[src/rtl/usb_pkg.sv]
// rtl/usb_pkg.sv - shared PIDs, token field positions and scheduler state encoding
// Purpose: constants and types common to usb_tx_scheduler and usb_ipg_timer.
// Ports: none (package).
package usb_pkg;

  localparam logic [7:0] PID_SETUP = 8'h2D;
  localparam logic [7:0] PID_OUT   = 8'hE1;
  localparam logic [7:0] PID_IN    = 8'h69;
  localparam logic [7:0] PID_DATA0 = 8'hC3;
  localparam logic [7:0] PID_DATA1 = 8'h4B;
  localparam logic [7:0] PID_ACK   = 8'hD2;
  localparam logic [7:0] PID_NAK   = 8'h5A;
  localparam logic [7:0] PID_STALL = 8'h1E;

  // ULPI TX CMD prefix for a PID byte
  localparam logic [7:0] ULPI_TX_CMD = 8'h40;

  // Token layout: {crc5, ep, addr, pid}
  localparam int TOK_PID_LSB  = 0;
  localparam int TOK_ADDR_LSB = 8;
  localparam int TOK_EP_LSB   = 15;
  localparam int TOK_CRC_LSB  = 19;
  localparam int TOK_W        = 24;

  localparam int TMR_W = 16;

  typedef enum logic [2:0] {
    IDLE,
    WAIT_DATA,
    TURN,
    SEND_HS,
    SEND_PID,
    SEND_DATA,
    WAIT_ACK
  } state_e;

  function automatic logic [7:0] pid_tx_cmd(input logic [7:0] pid);
    return ULPI_TX_CMD | {4'h0, pid[3:0]};
  endfunction

endpackage

[src/rtl/usb_ipg_timer.sv]
// rtl/usb_ipg_timer.sv - down-counter for turnaround and timeout intervals
// Purpose: loads a count on start and counts down to zero; expired while zero.
// Ports: clk, rst (sync, active-high), start_i (load strobe), load_i (count - 1),
//        expired_o (count has reached zero).
module usb_ipg_timer
  import usb_pkg::*;
#(
  parameter int W = TMR_W
) (
  input  logic         clk,
  input  logic         rst,
  input  logic         start_i,
  input  logic [W-1:0] load_i,
  output logic         expired_o
);

  logic [W-1:0] cnt_q;
  logic [W-1:0] cnt_d;

  always_comb begin
    cnt_d = cnt_q;
    if (start_i) begin
      cnt_d = load_i;
    end else if (cnt_q != '0) begin
      cnt_d = cnt_q - 1'b1;
    end
  end

  always_ff @(posedge clk) begin
    if (rst) begin
      cnt_q <= '0;
    end else begin
      cnt_q <= cnt_d;
    end
  end

  // Loading N-1 makes the owning state last exactly N cycles.
  assign expired_o = (cnt_q == '0);

endmodule

[src/rtl/usb_tx_scheduler.sv]
// rtl/usb_tx_scheduler.sv - USB device-side token/handshake/IN-data transmit scheduler
// Purpose: decodes tokens for this device, tracks data toggles for two endpoints,
//          and sequences handshake and IN data bytes to the ULPI transmitter.
// Ports: USB_CLKIN/RST clock and sync reset; token_i/token_strb_i token input;
//        rx_pid_i/rx_end_i/rx_fail_i received DATA packet; ack_strb_i host ACK;
//        dev_addr_i; ep_* endpoint flags/data; ep_sel_o/ep_rd_o endpoint access;
//        tx_data_o/tx_valid_o/tx_last_o/tx_ready_i transmit stream;
//        ep_done_o completion pulse; busy_o not-IDLE.
module usb_tx_scheduler
  import usb_pkg::*;
#(
  parameter int TURNAROUND_CYC = 8,
  parameter int TIMEOUT_CYC    = 100
) (
  input  logic             USB_CLKIN,
  input  logic             RST,
  input  logic [TOK_W-1:0] token_i,
  input  logic             token_strb_i,
  input  logic [7:0]       rx_pid_i,
  input  logic             rx_end_i,
  input  logic             rx_fail_i,
  input  logic             ack_strb_i,
  input  logic [6:0]       dev_addr_i,
  input  logic [1:0]       ep_stall_i,
  input  logic [1:0]       ep_out_full_i,
  input  logic [1:0]       ep_rdy_i,
  input  logic [1:0]       ep_zlp_i,
  output logic             ep_sel_o,
  output logic             ep_rd_o,
  input  logic [7:0]       ep_data_i,
  input  logic             ep_last_i,
  output logic [7:0]       tx_data_o,
  output logic             tx_valid_o,
  output logic             tx_last_o,
  input  logic             tx_ready_i,
  output logic [1:0]       ep_done_o,
  output logic             busy_o
);

  localparam logic [TMR_W-1:0] TURN_LOAD = TMR_W'(TURNAROUND_CYC - 1);
  localparam logic [TMR_W-1:0] TMO_LOAD  = TMR_W'(TIMEOUT_CYC - 1);

  state_e     state_q, state_d;
  logic       ep_q, ep_d;
  logic       setup_q, setup_d;   // current transaction began with SETUP
  logic       hs_q, hs_d;         // after TURN: send handshake rather than DATA PID
  logic [7:0] pid_q, pid_d;
  logic [1:0] out_tog_q, out_tog_d;
  logic [1:0] in_tog_q, in_tog_d;
  logic [1:0] ep_done_q, ep_done_d;

  logic             tmr_start;
  logic [TMR_W-1:0] tmr_load;
  logic             tmr_expired;

  logic [7:0] tok_pid;
  logic [6:0] tok_addr;
  logic [3:0] tok_ep;
  logic       tok_ok;
  logic       unused_tok_crc;

  assign tok_pid        = token_i[TOK_ADDR_LSB-1:TOK_PID_LSB];
  assign tok_addr       = token_i[TOK_EP_LSB-1:TOK_ADDR_LSB];
  assign tok_ep         = token_i[TOK_CRC_LSB-1:TOK_EP_LSB];
  assign unused_tok_crc = ^token_i[TOK_W-1:TOK_CRC_LSB];

  assign tok_ok = token_strb_i && (tok_addr == dev_addr_i) && (tok_ep < 4'd2) &&
                  ((tok_pid == PID_SETUP) || (tok_pid == PID_OUT) || (tok_pid == PID_IN));

  usb_ipg_timer #(.W(TMR_W)) u_timer (
    .clk       (USB_CLKIN),
    .rst       (RST),
    .start_i   (tmr_start),
    .load_i    (tmr_load),
    .expired_o (tmr_expired)
  );

  always_ff @(posedge USB_CLKIN) begin
    if (RST) begin
      state_q   <= IDLE;
      ep_q      <= 1'b0;
      setup_q   <= 1'b0;
      hs_q      <= 1'b0;
      pid_q     <= 8'h00;
      out_tog_q <= 2'b00;
      in_tog_q  <= 2'b00;
      ep_done_q <= 2'b00;
    end else begin
      state_q   <= state_d;
      ep_q      <= ep_d;
      setup_q   <= setup_d;
      hs_q      <= hs_d;
      pid_q     <= pid_d;
      out_tog_q <= out_tog_d;
      in_tog_q  <= in_tog_d;
      ep_done_q <= ep_done_d;
    end
  end

  always_comb begin
    state_d   = state_q;
    ep_d      = ep_q;
    setup_d   = setup_q;
    hs_d      = hs_q;
    pid_d     = pid_q;
    out_tog_d = out_tog_q;
    in_tog_d  = in_tog_q;
    ep_done_d = 2'b00;
    tmr_start = 1'b0;
    tmr_load  = TURN_LOAD;
    case (state_q)
      IDLE: begin
        if (tok_ok) begin
          ep_d      = tok_ep[0];
          setup_d   = (tok_pid == PID_SETUP);
          tmr_start = 1'b1;
          if (tok_pid == PID_IN) begin
            state_d = TURN;
            hs_d    = 1'b1;
            if (ep_stall_i[tok_ep[0]]) begin
              pid_d = PID_STALL;
            end else if (!ep_rdy_i[tok_ep[0]]) begin
              pid_d = PID_NAK;
            end else begin
              hs_d  = 1'b0;
              pid_d = in_tog_q[tok_ep[0]] ? PID_DATA1 : PID_DATA0;
            end
          end else begin
            state_d  = WAIT_DATA;
            tmr_load = TMO_LOAD;
            if (tok_pid == PID_SETUP) begin
              out_tog_d[0] = 1'b0;
              in_tog_d[0]  = 1'b0;
            end
          end
        end
      end
      WAIT_DATA: begin
        if (rx_fail_i) begin
          state_d = IDLE;
        end else if (rx_end_i) begin
          state_d   = TURN;
          hs_d      = 1'b1;
          tmr_start = 1'b1;
          if (!setup_q && ep_stall_i[ep_q]) begin
            pid_d = PID_STALL;
          end else if (!setup_q && ep_out_full_i[ep_q]) begin
            pid_d = PID_NAK;
          end else begin
            pid_d = PID_ACK;
            // A repeated (wrong-toggle) packet is ACKed but not consumed.
            if (rx_pid_i == (out_tog_q[ep_q] ? PID_DATA1 : PID_DATA0)) begin
              out_tog_d[ep_q] = ~out_tog_q[ep_q];
              ep_done_d[ep_q] = 1'b1;
            end
          end
        end else if (tmr_expired) begin
          state_d = IDLE;
        end
      end
      TURN: begin
        if (tmr_expired) begin
          state_d = hs_q ? SEND_HS : SEND_PID;
        end
      end
      SEND_HS: begin
        if (tx_ready_i) begin
          state_d = IDLE;
        end
      end
      SEND_PID: begin
        if (tx_ready_i) begin
          if (ep_zlp_i[ep_q]) begin
            state_d   = WAIT_ACK;
            tmr_start = 1'b1;
            tmr_load  = TMO_LOAD;
          end else begin
            state_d = SEND_DATA;
          end
        end
      end
      SEND_DATA: begin
        if (tx_ready_i && ep_last_i) begin
          state_d   = WAIT_ACK;
          tmr_start = 1'b1;
          tmr_load  = TMO_LOAD;
        end
      end
      WAIT_ACK: begin
        if (ack_strb_i) begin
          in_tog_d[ep_q]  = ~in_tog_q[ep_q];
          ep_done_d[ep_q] = 1'b1;
          state_d         = IDLE;
        end else if (tmr_expired) begin
          state_d = IDLE;
        end
      end
      default: state_d = IDLE;
    endcase
  end

  always_comb begin
    tx_valid_o = 1'b0;
    tx_last_o  = 1'b0;
    tx_data_o  = 8'h00;
    ep_rd_o    = 1'b0;
    case (state_q)
      SEND_HS: begin
        tx_valid_o = 1'b1;
        tx_last_o  = 1'b1;
        tx_data_o  = pid_tx_cmd(pid_q);
      end
      SEND_PID: begin
        tx_valid_o = 1'b1;
        tx_last_o  = ep_zlp_i[ep_q];
        tx_data_o  = pid_tx_cmd(pid_q);
      end
      SEND_DATA: begin
        tx_valid_o = 1'b1;
        tx_last_o  = ep_last_i;
        tx_data_o  = ep_data_i;
        ep_rd_o    = tx_ready_i;
      end
      default: begin
        tx_valid_o = 1'b0;
      end
    endcase
  end

  assign busy_o    = (state_q != IDLE);
  assign ep_sel_o  = ep_q;
  assign ep_done_o = ep_done_q;

endmodule

[config.mk]
export PLATFORM = sky130hd
export DESIGN_NAME = usb_tx_scheduler
export DESIGN_NICKNAME = d
export VERILOG_FILES = /design/src/rtl/usb_pkg.sv /design/src/rtl/usb_ipg_timer.sv /design/src/rtl/usb_tx_scheduler.sv
export SDC_FILE = /design/constraint.sdc
export NUM_CORES = 1
export LEC_CHECK = 0
export CORE_ASPECT_RATIO = 0.75
export CORE_MARGIN = 4
export CORE_UTILIZATION = 30
export DETAILED_ROUTE_END_ITERATION = 8
export HOLD_SLACK_MARGIN = 0.06
export PLACE_DENSITY = 0.64
export SYNTH_ARGS = -nofsm -noshare
export SYNTH_HDL_FRONTEND = slang
export SYNTH_SLANG_ARGS = --single-unit
[constraint.sdc]
create_clock -name USB_CLKIN -period 3.5 [get_ports USB_CLKIN]
set_clock_uncertainty 0.1 [all_clocks]
set_input_delay 0.7 -clock USB_CLKIN [delete_from_list [all_inputs] [get_ports USB_CLKIN]]
set_output_delay 0.7 -clock USB_CLKIN [all_outputs]
set_load 0.005 [all_outputs]
; Yosys cells after proc, flatten, opt, wreduce, memory -nomap -nowiden
; Cells that the tools add are included.
[totals]
mem_count = 0
ramBits = 0
out_inout_bits = 15
latch_bits = 0
ff_bits = 32
inputBits = 63
rom_bits = 0
[op_classes]
eq_ne = 25
magnitude_cmp = 4
div_mod_pow = 0
add_sub_neg = 1
n_mux = 88
bitwise_logic = 5
mul = 0
n_shift = 0
reduce_logical = 26
[op_table]
columns = op, n
row1 = 1-bit two-way mux, 40
row2 = 4-bit two-way mux, 9
row3 = 7-bit two-way mux, 5
row4 = 16-bit two-way mux, 2
row5 = 3-bit two-way mux, 10
row6 = 2-bit inequality test (second input constant), 14
row7 = 3-bit one-hot mux with 7 select lines, 1
row8 = 7-bit one-hot mux with 3 select lines, 1
row9 = 16-bit logical NOT, 1
row10 = 2-bit two-way mux, 8
row11 = 8-bit one-hot mux with 2 select lines, 1
row12 = 16-bit nonzero test, 1
row13 = 16-bit by 1-bit subtractor with 16-bit output (second input constant), 1
row14 = 5-bit AND reduction, 3
row15 = 3-bit == test (second input constant), 3
row16 = 9-bit AND reduction, 1
row17 = 8-bit by 6-bit == test with 1-bit output (second input constant), 1
row18 = 8-bit by 7-bit == test with 1-bit output (second input constant), 1
row19 = 8-bit == test, 1
row20 = 8-bit == test (second input constant), 1
row21 = 8-bit two-way mux, 1
row22 = 4-bit one-hot mux with 2 select lines, 1
row23 = 7-bit == test, 1
row24 = 1-bit logical AND, 7
row25 = other kinds (21), 34

; Longest topological paths before layout
; Gate-level depths: netlist of the first run.
[logic_depth]
ltp_word = 11
mapped_depth = 9

; Modules after synthesis
; From an unflattened synthesis of the first run, not the netlist that was laid out.
[hier_totals]
hier_cells = 290
area_unflattened_um2 = 2362.3
[modules_own_cells]
columns = module, area_per_inst_um2, cells_each, seq_area_each_um2, instances
row1 = usb_tx_scheduler, 1397.6, 174, 320.3, 1
row2 = usb_ipg_timer, 964.7, 116, 320.3, 1

; Worst setup path before layout of the first run
; Ideal clock, no wire load.
[synth_path]
path_type = input-to-reg
startpoint = input token_i[18]
endpoint = register u_timer.cnt_q[10]
path_stages = 6
setup_time_ps = 128
path_buffers = 1
slack_ps = 905
arrival_ps = 2367
cell_sequence = nor4b_1 -> nand4_1 -> nor4_1 -> or3_1 -> clkbuf_1 -> nor2_1
[synth_via]
elab_chain_len = 6
[synth_rtl]
columns = element, line_no
row1 = "start, declared", usb_tx_scheduler.sv:17  ; input logic [TOK_W-1:0] token_i,
row2 = 4-bit by 2-bit less-than comparator with 1-bit output *, usb_tx_scheduler.sv:67  ; assign tok_ok = token_strb_i && (tok_addr == dev_addr_i) && (tok_ep < 4'd2) &&
row3 = 1-bit logical AND * (2 in a row), usb_tx_scheduler.sv:67
row4 = 1-bit two-way mux *, usb_tx_scheduler.sv:113  ; if (tok_ok) begin
row5 = 1-bit one-hot mux with 4 select lines *, usb_tx_scheduler.sv:111  ; case (state_q)
row6 = 16-bit two-way mux / 2-bit nonzero test (equally long branches), --
row7 = "end signal, assigned", usb_ipg_timer.sv:33  ; cnt_q <= cnt_d;
row8 = "end, declared", usb_ipg_timer.sv:17  ; logic [W-1:0] cnt_q;
; Every way passes the cells marked *; elsewhere a longest branch is shown, timed or not.
; A chain may end at the register's enable or synchronous reset.

; Worst setup path in the final report of the first run
[layout_path]
startpoint = register state_q[0]
endpoint = output tx_data_o[1]
[layout_via]
elab_chain_len = 3
[layout_rtl]
columns = element, line_no
row1 = "start, declared", usb_tx_scheduler.sv:43  ; state_e state_q, state_d;
row2 = "start signal, assigned", usb_tx_scheduler.sv:89  ; state_q <= state_d;
row3 = 3-bit == test / 3-bit by 2-bit == test with 1-bit output (equally long branches), usb_tx_scheduler.sv:207  ; case (state_q)
row4 = 2-bit OR reduction (no line), --
row5 = 8-bit one-hot mux with 2 select lines *, usb_tx_scheduler.sv:207
row6 = "end, declared", usb_tx_scheduler.sv:32  ; output logic [7:0] tx_data_o,
; Marks and branches as above.

==> flow_summary.json, run 1 <==
{
  "synthTopCellsByArea": "dfxtp_1, nor2_1, mux2i_1",
  "synth_common_cells": "nor2_1, dfxtp_1, nand2_1",
  "vias": 2171,
  "slew_viol_final": 0,
  "syn_nets": 326,
  "r2r-start": "u_timer.cnt_q[0]$_SDFFE_PP0P_",
  "syn_inst": 262,
  "ant_nets": 0,
  "viasPerCell": 5.17,
  "syn_area_per_cell_um2": 8.11,
  "final_cells": 420,
  "setup_viol": 0,
  "drive_gt1_frac": 0.0655,
  "startpoint": "state_q[0]$_SDFFE_PP0P_",
  "run_status": "finished, final reports clean",
  "die_area_um2": 8510,
  "cts.repair.resized": 0,
  "rrSetupSlack_ps": 710,
  "grt_setup_unrepaired": "false",
  "antenna_found_initial": 0,
  "coreArea_um2": 6830,
  "place_area_um2": 2900,
  "synth_enable_flop_cells": 0,
  "ctsLongestPathBuffers": 2,
  "clkLatencyLatePin_ps": 280,
  "cts_root_buf": "clkbuf_8",
  "synth_top_area_share": 0.302,
  "async_flop_share": 0,
  "ys_ff_latch": 32,
  "place_hpwl_um": 4450,
  "cts.sinks": 32,
  "place_congestion": 0.769,
  "dr.pass1.iters": 4,
  "wl_per_cell_um": 13.4,
  "cts.clk_slew.worst_paths_ps": 70,
  "cpPeakStageDelay_ps": 870,
  "rows": 26,
  "period_minus_slack_ps": 3020,
  "diodes": 0,
  "crit_chain": "nand2_1, o21ai_0, a32o_1, clkdlybuf4s50_1",
  "cellPowerDensity_nw_per_um2": 436,
  "timing.final.crit_share": 0.864,
  "critPathRequiredTime_ps": 2700,
  "yosys_warnings": 0,
  "cellLeakagePower_nw": 1.10,
  "finalWirelength_um": 5650,
  "fin_area_um2": 2990,
  "synth_area_leader_cell": "dfxtp_1",
  "r2r_cells": 8,
  "cts_setup_buffers": 0,
  "drt-initial-drc-count": 100,
  "grt.total_usage": 0.133,
  "start_util": 0.311,
  "worstSetupPathType": "flip-flop to output port",
  "drcViolationCount": 0,
  "syn2layout_area_growth_pct": 40.8,
  "cap_violations": 0,
  "worstMarginPinSlew_ps": 842,
  "port_buffers": 72,
  "critPathSlowestCell": "dfxtp_1",
  "hold_violations": 0,
  "vdd_drop_max_uv": 187,
  "die_x_um": 105,
  "ios": 78,
  "r2r-end": "state_q[0]$_SDFFE_PP0P_",
  "synthDistinctLibCells": 52,
  "htreeDepth": 2,
  "holdPathStages": 2,
  "seq_area_frac_synth": 0.302,
  "syn_area_um2": 2120,
  "hold_path.class": "flip-flop to flip-flop",
  "cts_tree": "built",
  "layout.core_utilization": 0.438,
  "die_h_um": 80.9,
  "cp_max_fo": 27,
  "dp_cells": 412,
  "ys.flop_type": "dfxtp_1",
  "critPathArrivalTime_ps": 2220,
  "relSlewSlack": 0.438,
  "grt_overflow": 0,
  "numCtsBuffers": 5,
  "crit_path_start_kind": "flip-flop",
  "synthMostInstantiatedCell": "nor2_1",
  "grt_pass1_vias": 2050,
  "grt_max_degree": 28,
  "max_freq_ghz": 0.331,
  "fin_setup_tns_ps": 0,
  "crit_path_end_kind": "output port",
  "worstHoldStart": "pid_q[1]$_SDFFE_PP0P_",
  "hold_path_end": "pid_q[1]$_SDFFE_PP0P_",
  "cts-hold-fix-buffers": 0,
  "fin_nets": 399,
  "grt_first_pass_wirelength_um": 9350
}
==> area by class of cell <==
cell class,instances,area (µm²)
flip-flops and latches,32,641
multi-input cells,213,1380
repair buffers,77,758
well taps,84,105
inverters,6,22.5
clock buffers,8,90.1
fillers,707,3840
==> worst max path at each step <==
| stage | endpoint | depth (start not counted) |
|---|---|---|
| floorplan | u_timer.cnt_q[10]$_SDFFE_PP0P_ | 6 |
| global placement | state_q[0]$_SDFFE_PP0P_ | 8 |
| detailed placement | state_q[0]$_SDFFE_PP0P_ | 8 |
| CTS | tx_data_o[1] | 4 |
| global route | tx_data_o[1] | 4 |
| finish | tx_data_o[1] | 4 |
==> worst max-delay path, delay by kind of cell (launching register included) <==
kind / cells / cell delay [ps]
buffers and inverters: 1 / 500
AND/OR/NAND/NOR: 1 / 210
AO/OA/AOI/OAI: 2 / 360
flip-flops: 1 / 870
==> through the flow <==
step           worst slack, ps  total power, W  hold slack [ps]
2_1_floorplan              905        0.000887              324
3_3_place_gp               486         0.00101              337
3_5_place_dp               403         0.00102              340
4_1_cts                    483         0.00132              354
5_1_grt                    337         0.00141              385
6_report                   477         0.00130              354
==> power by group <==
part           internal, W  switching [W]  total (W)  leakage [nW]
logic             0.000274       0.000253   0.000527         0.790
clock network     0.000160       0.000135   0.000295        0.0455
registers         0.000429      0.0000533   0.000482         0.260
==> state kept, by name (all words and copies together), names as in the netlist <==
register and flops:
ep_sel_o 1, state_q 3, out_tog_q 2, in_tog_q 2, pid_q 4, ep_done_o 2, setup_q 1, u_timer.cnt_q 16
hs_q 1
==> metal layers <==
metal,share of wire,GRT usage,wire [µm]
met2,0.41,0.215,2290
met3,0.083,0.0365,471
met4,0.010,0.0354,57
met1,0.50,0.176,2820
met5,0,0,0
==> layout by cell type (no fill, tap or decap), drive strengths merged, types with 8 or more instances in the layout <==
| master | n |
|---|---|
| o21ai | 8 |
| clkdlybuf4s50 | 72 |
| xnor2 | 11 |
| nor2 | 35 |
| mux2i | 11 |
| xor2 | 11 |
| a21oi | 16 |
| nand2 | 19 |
| nor3 | 8 |
| nand3 | 10 |
| clkbuf | 8 |
| nor2b | 9 |
| dfxtp | 32 |
==> logic make-up (layout without fill, tap and decap cells) <==
kind of cell | Yosys count | count (layout) | share of synthesized area
compound gates | 53 | 53 | 0.174
xor+xnor | 22 | 22 | 0.0907
fa+ha+maj | 1 | 1 | 0.00589
buf+inv | 17 | 91 | 0.0512
flops | 32 | 32 | 0.302
mux | 12 | 12 | 0.0571
simple gates | 125 | 125 | 0.320
Power figures use the tool's default switching activity.
==> run 2, diff against run 1 <==
--- a/config.mk
+++ b/config.mk
@@ -8,6 +8,7 @@
 export CORE_ASPECT_RATIO = 0.75
 export CORE_MARGIN = 4
 export CORE_UTILIZATION = 30
+export CTS_CLUSTER_SIZE = 14
 export DETAILED_ROUTE_END_ITERATION = 8
 export HOLD_SLACK_MARGIN = 0.06
 export PLACE_DENSITY = 0.64
==> results of run 2 <==
Final layout, timing and power as in run 1 (identical DEF).
==> run 3, diff against run 2 <==
--- a/config.mk
+++ b/config.mk
@@ -7,11 +7,11 @@
 export LEC_CHECK = 0
 export CORE_ASPECT_RATIO = 0.75
 export CORE_MARGIN = 4
-export CORE_UTILIZATION = 30
+export CORE_UTILIZATION = 45
 export CTS_CLUSTER_SIZE = 14
 export DETAILED_ROUTE_END_ITERATION = 8
 export HOLD_SLACK_MARGIN = 0.06
-export PLACE_DENSITY = 0.64
+export PLACE_DENSITY = 0.87
 export SYNTH_ARGS = -nofsm -noshare
 export SYNTH_HDL_FRONTEND = slang
 export SYNTH_SLANG_ARGS = --single-unit
==> run 3 against run 2 <==
Against the previous run: register-to-register slack about the same; combinational power up 3%; global-route usage up 5.4 points; non-clock buffer count down 2; first-iteration DRC count up 52%; sequential power about the same.
==> flow_summary.json, run 3 (synthesis gave the netlist of run 1 again) <==
{
  "run_status": "finished, final reports clean",
  "numCtsBuffers": 5,
  "place_area_um2": 2850,
  "die_area_um2": 5900,
  "cts_tree": "built",
  "r2r-end": "state_q[0]$_SDFFE_PP0P_",
  "crit_path_start_kind": "flip-flop",
  "nFillCells": 391,
  "fin_nets": 397,
  "combPwrFrac": 0.412,
  "setup_viol": 0,
  "grt_pass1_vias": 2041,
  "power.internal_w": 0.000843,
  "syn2layout_area_growth_pct": 38.6,
  "timing.final.crit_share": 0.900,
  "ios": 78,
  "critical_path.endpoint": "tx_data_o[3]",
  "rows": 21,
  "fin_area_um2": 2950,
  "clkLatencyLatePin_ps": 290,
  "antenna_found_initial": 0,
  "cap_violations": 0,
  "ctsLongestPathBuffers": 2,
  "cp_max_fo": 14,
  "startpoint": "state_q[2]$_SDFFE_PP0P_",
  "rrSetupSlack_ps": 710,
  "cts.clk_slew.worst_paths_ps": 70,
  "slew_viol_final": 0,
  "grt_setup_unrepaired": "false",
  "cts.repair.resized": 0,
  "r2r-start": "u_timer.cnt_q[0]$_SDFFE_PP0P_",
  "cts-hold-fix-buffers": 0,
  "cts_root_buf": "clkbuf_8",
  "p_seq_frac": 0.367,
  "coreArea_um2": 4520,
  "p_switching_w": 0.000474,
  "start_util": 0.470,
  "place_hpwl_um": 4300,
  "cts_setup_buffers": 0,
  "vdd_drop_max_uv": 274,
  "drcViolationCount": 0,
  "cellLeakagePower_nw": 1.08,
  "place_congestion": 0.807,
  "period_minus_slack_ps": 3150,
  "power_frac_clock": 0.221,
  "holdPathStages": 2,
  "ant_nets": 0,
  "cellPowerDensity_nw_per_um2": 447,
  "grt_first_pass_wirelength_um": 8920,
  "drive_gt1_frac": 0.0659,
  "max_freq_ghz": 0.318,
  "fin_setup_tns_ps": 0,
  "die_x_um": 87.3,
  "largest_reg_flops": 16,
  "critPathRequiredTime_ps": 2700,
  "swShare": 0.360,
  "layout.core_utilization": 0.652,
  "finalWirelength_um": 5560,
  "viasPerCell": 5.62,
  "vias": 2199,
  "final_common_cell": "clkdlybuf4s50_1",
  "hold_ws_ps": 359,
  "die_h_um": 67.5,
  "crit_path_end_kind": "output port",
  "port_buffers": 72,
  "grt.total_usage": 0.187,
  "relSlewSlack": 0.479,
  "grt_max_degree": 28,
  "hold_path.class": "flip-flop to flip-flop",
  "worstMarginPinSlew_ps": 781,
  "critPathArrivalTime_ps": 2350,
  "grt_overflow": 0,
  "dr.pass1.iters": 4,
  "final_cell_mix": "clkdlybuf4s50_1, nor2_1, dfxtp_1",
  "r2r_cells": 8,
  "diodes": 0,
  "hold_violations": 0,
  "drt-initial-drc-count": 152,
  "htreeDepth": 2,
  "worstSetupPathType": "flip-flop to output port",
  "cts.sinks": 32,
  "largest_register": "u_timer.cnt_q",
  "wl_per_cell_um": 14.2,
  "reg.largest.list": "u_timer.cnt_q (16), pid_q (4), state_q (3)"
}
-- run 3: worst max-delay path, stage by stage, from the launching register on --
cell and delay (ps):
dfxtp_1 580, nor2b_1 600, a22o_1 220, a22o_1 150, clkdlybuf4s50_1 510
-- run 3: how the worst min path moves through the flow --
stage	startpoint	endpoint	slack (ps)
floorplan	pid_q[1]$_SDFFE_PP0P_	pid_q[1]$_SDFFE_PP0P_	320
global placement	pid_q[1]$_SDFFE_PP0P_	pid_q[1]$_SDFFE_PP0P_	340
detailed placement	pid_q[1]$_SDFFE_PP0P_	pid_q[1]$_SDFFE_PP0P_	350
CTS	pid_q[1]$_SDFFE_PP0P_	pid_q[1]$_SDFFE_PP0P_	360
global route	pid_q[1]$_SDFFE_PP0P_	pid_q[1]$_SDFFE_PP0P_	380
finish	pid_q[1]$_SDFFE_PP0P_	pid_q[1]$_SDFFE_PP0P_	360
-- run 3: layout make-up --
| cell class | instances | area, µm² | share of cell area |
|---|---|---|---|
| Inverter | 6 | 22.5 | 0.00765 |
| Tap cell | 57 | 71.3 | 0.0242 |
| Timing Repair Buffer | 75 | 743 | 0.252 |
| Clock buffer | 5 | 68.8 | 0.0234 |
| Clock inverter | 3 | 23.8 | 0.00807 |
| Multi-Input combinational cell | 213 | 1380 | 0.467 |
| Sequential cell | 32 | 641 | 0.218 |
-- run 3: power by group through the flow --
stage | Combinational, W | Clock [W] | Sequential (W)
2_1_floorplan | 0.000410 | 0 | 0.000477
3_3_place_gp | 0.000514 | 0 | 0.000485
3_5_place_dp | 0.000532 | 0 | 0.000490
4_1_cts | 0.000542 | 0.000296 | 0.000482
5_1_grt | 0.000605 | 0.000307 | 0.000489
6_report | 0.000543 | 0.000291 | 0.000483
-- run 3: metal layers --
metal | global-route usage | up-vias | part of all wire
li1 | - | 1089 | -
met1 | 0.238 | 999 | 0.44
met2 | 0.318 | 106 | 0.45
met3 | 0.0500 | 5 | 0.11
met4 | 0.0460 | 0 | 0.0088
met5 | 0 | - | 0
-- run 3: through the flow --
| step | worst slack (ps) | power (W) | cells |
|---|---|---|---|
| floorplan | 905 | 0.000887 | 262 |
| CTS | 359 | 0.00132 | 391 |
| global route | 142 | 0.00140 | 391 |
| detailed placement | 392 | 0.00102 | 383 |
| global placement | 501 | 0.000998 | 383 |
| finish | 351 | 0.00132 | 391 |
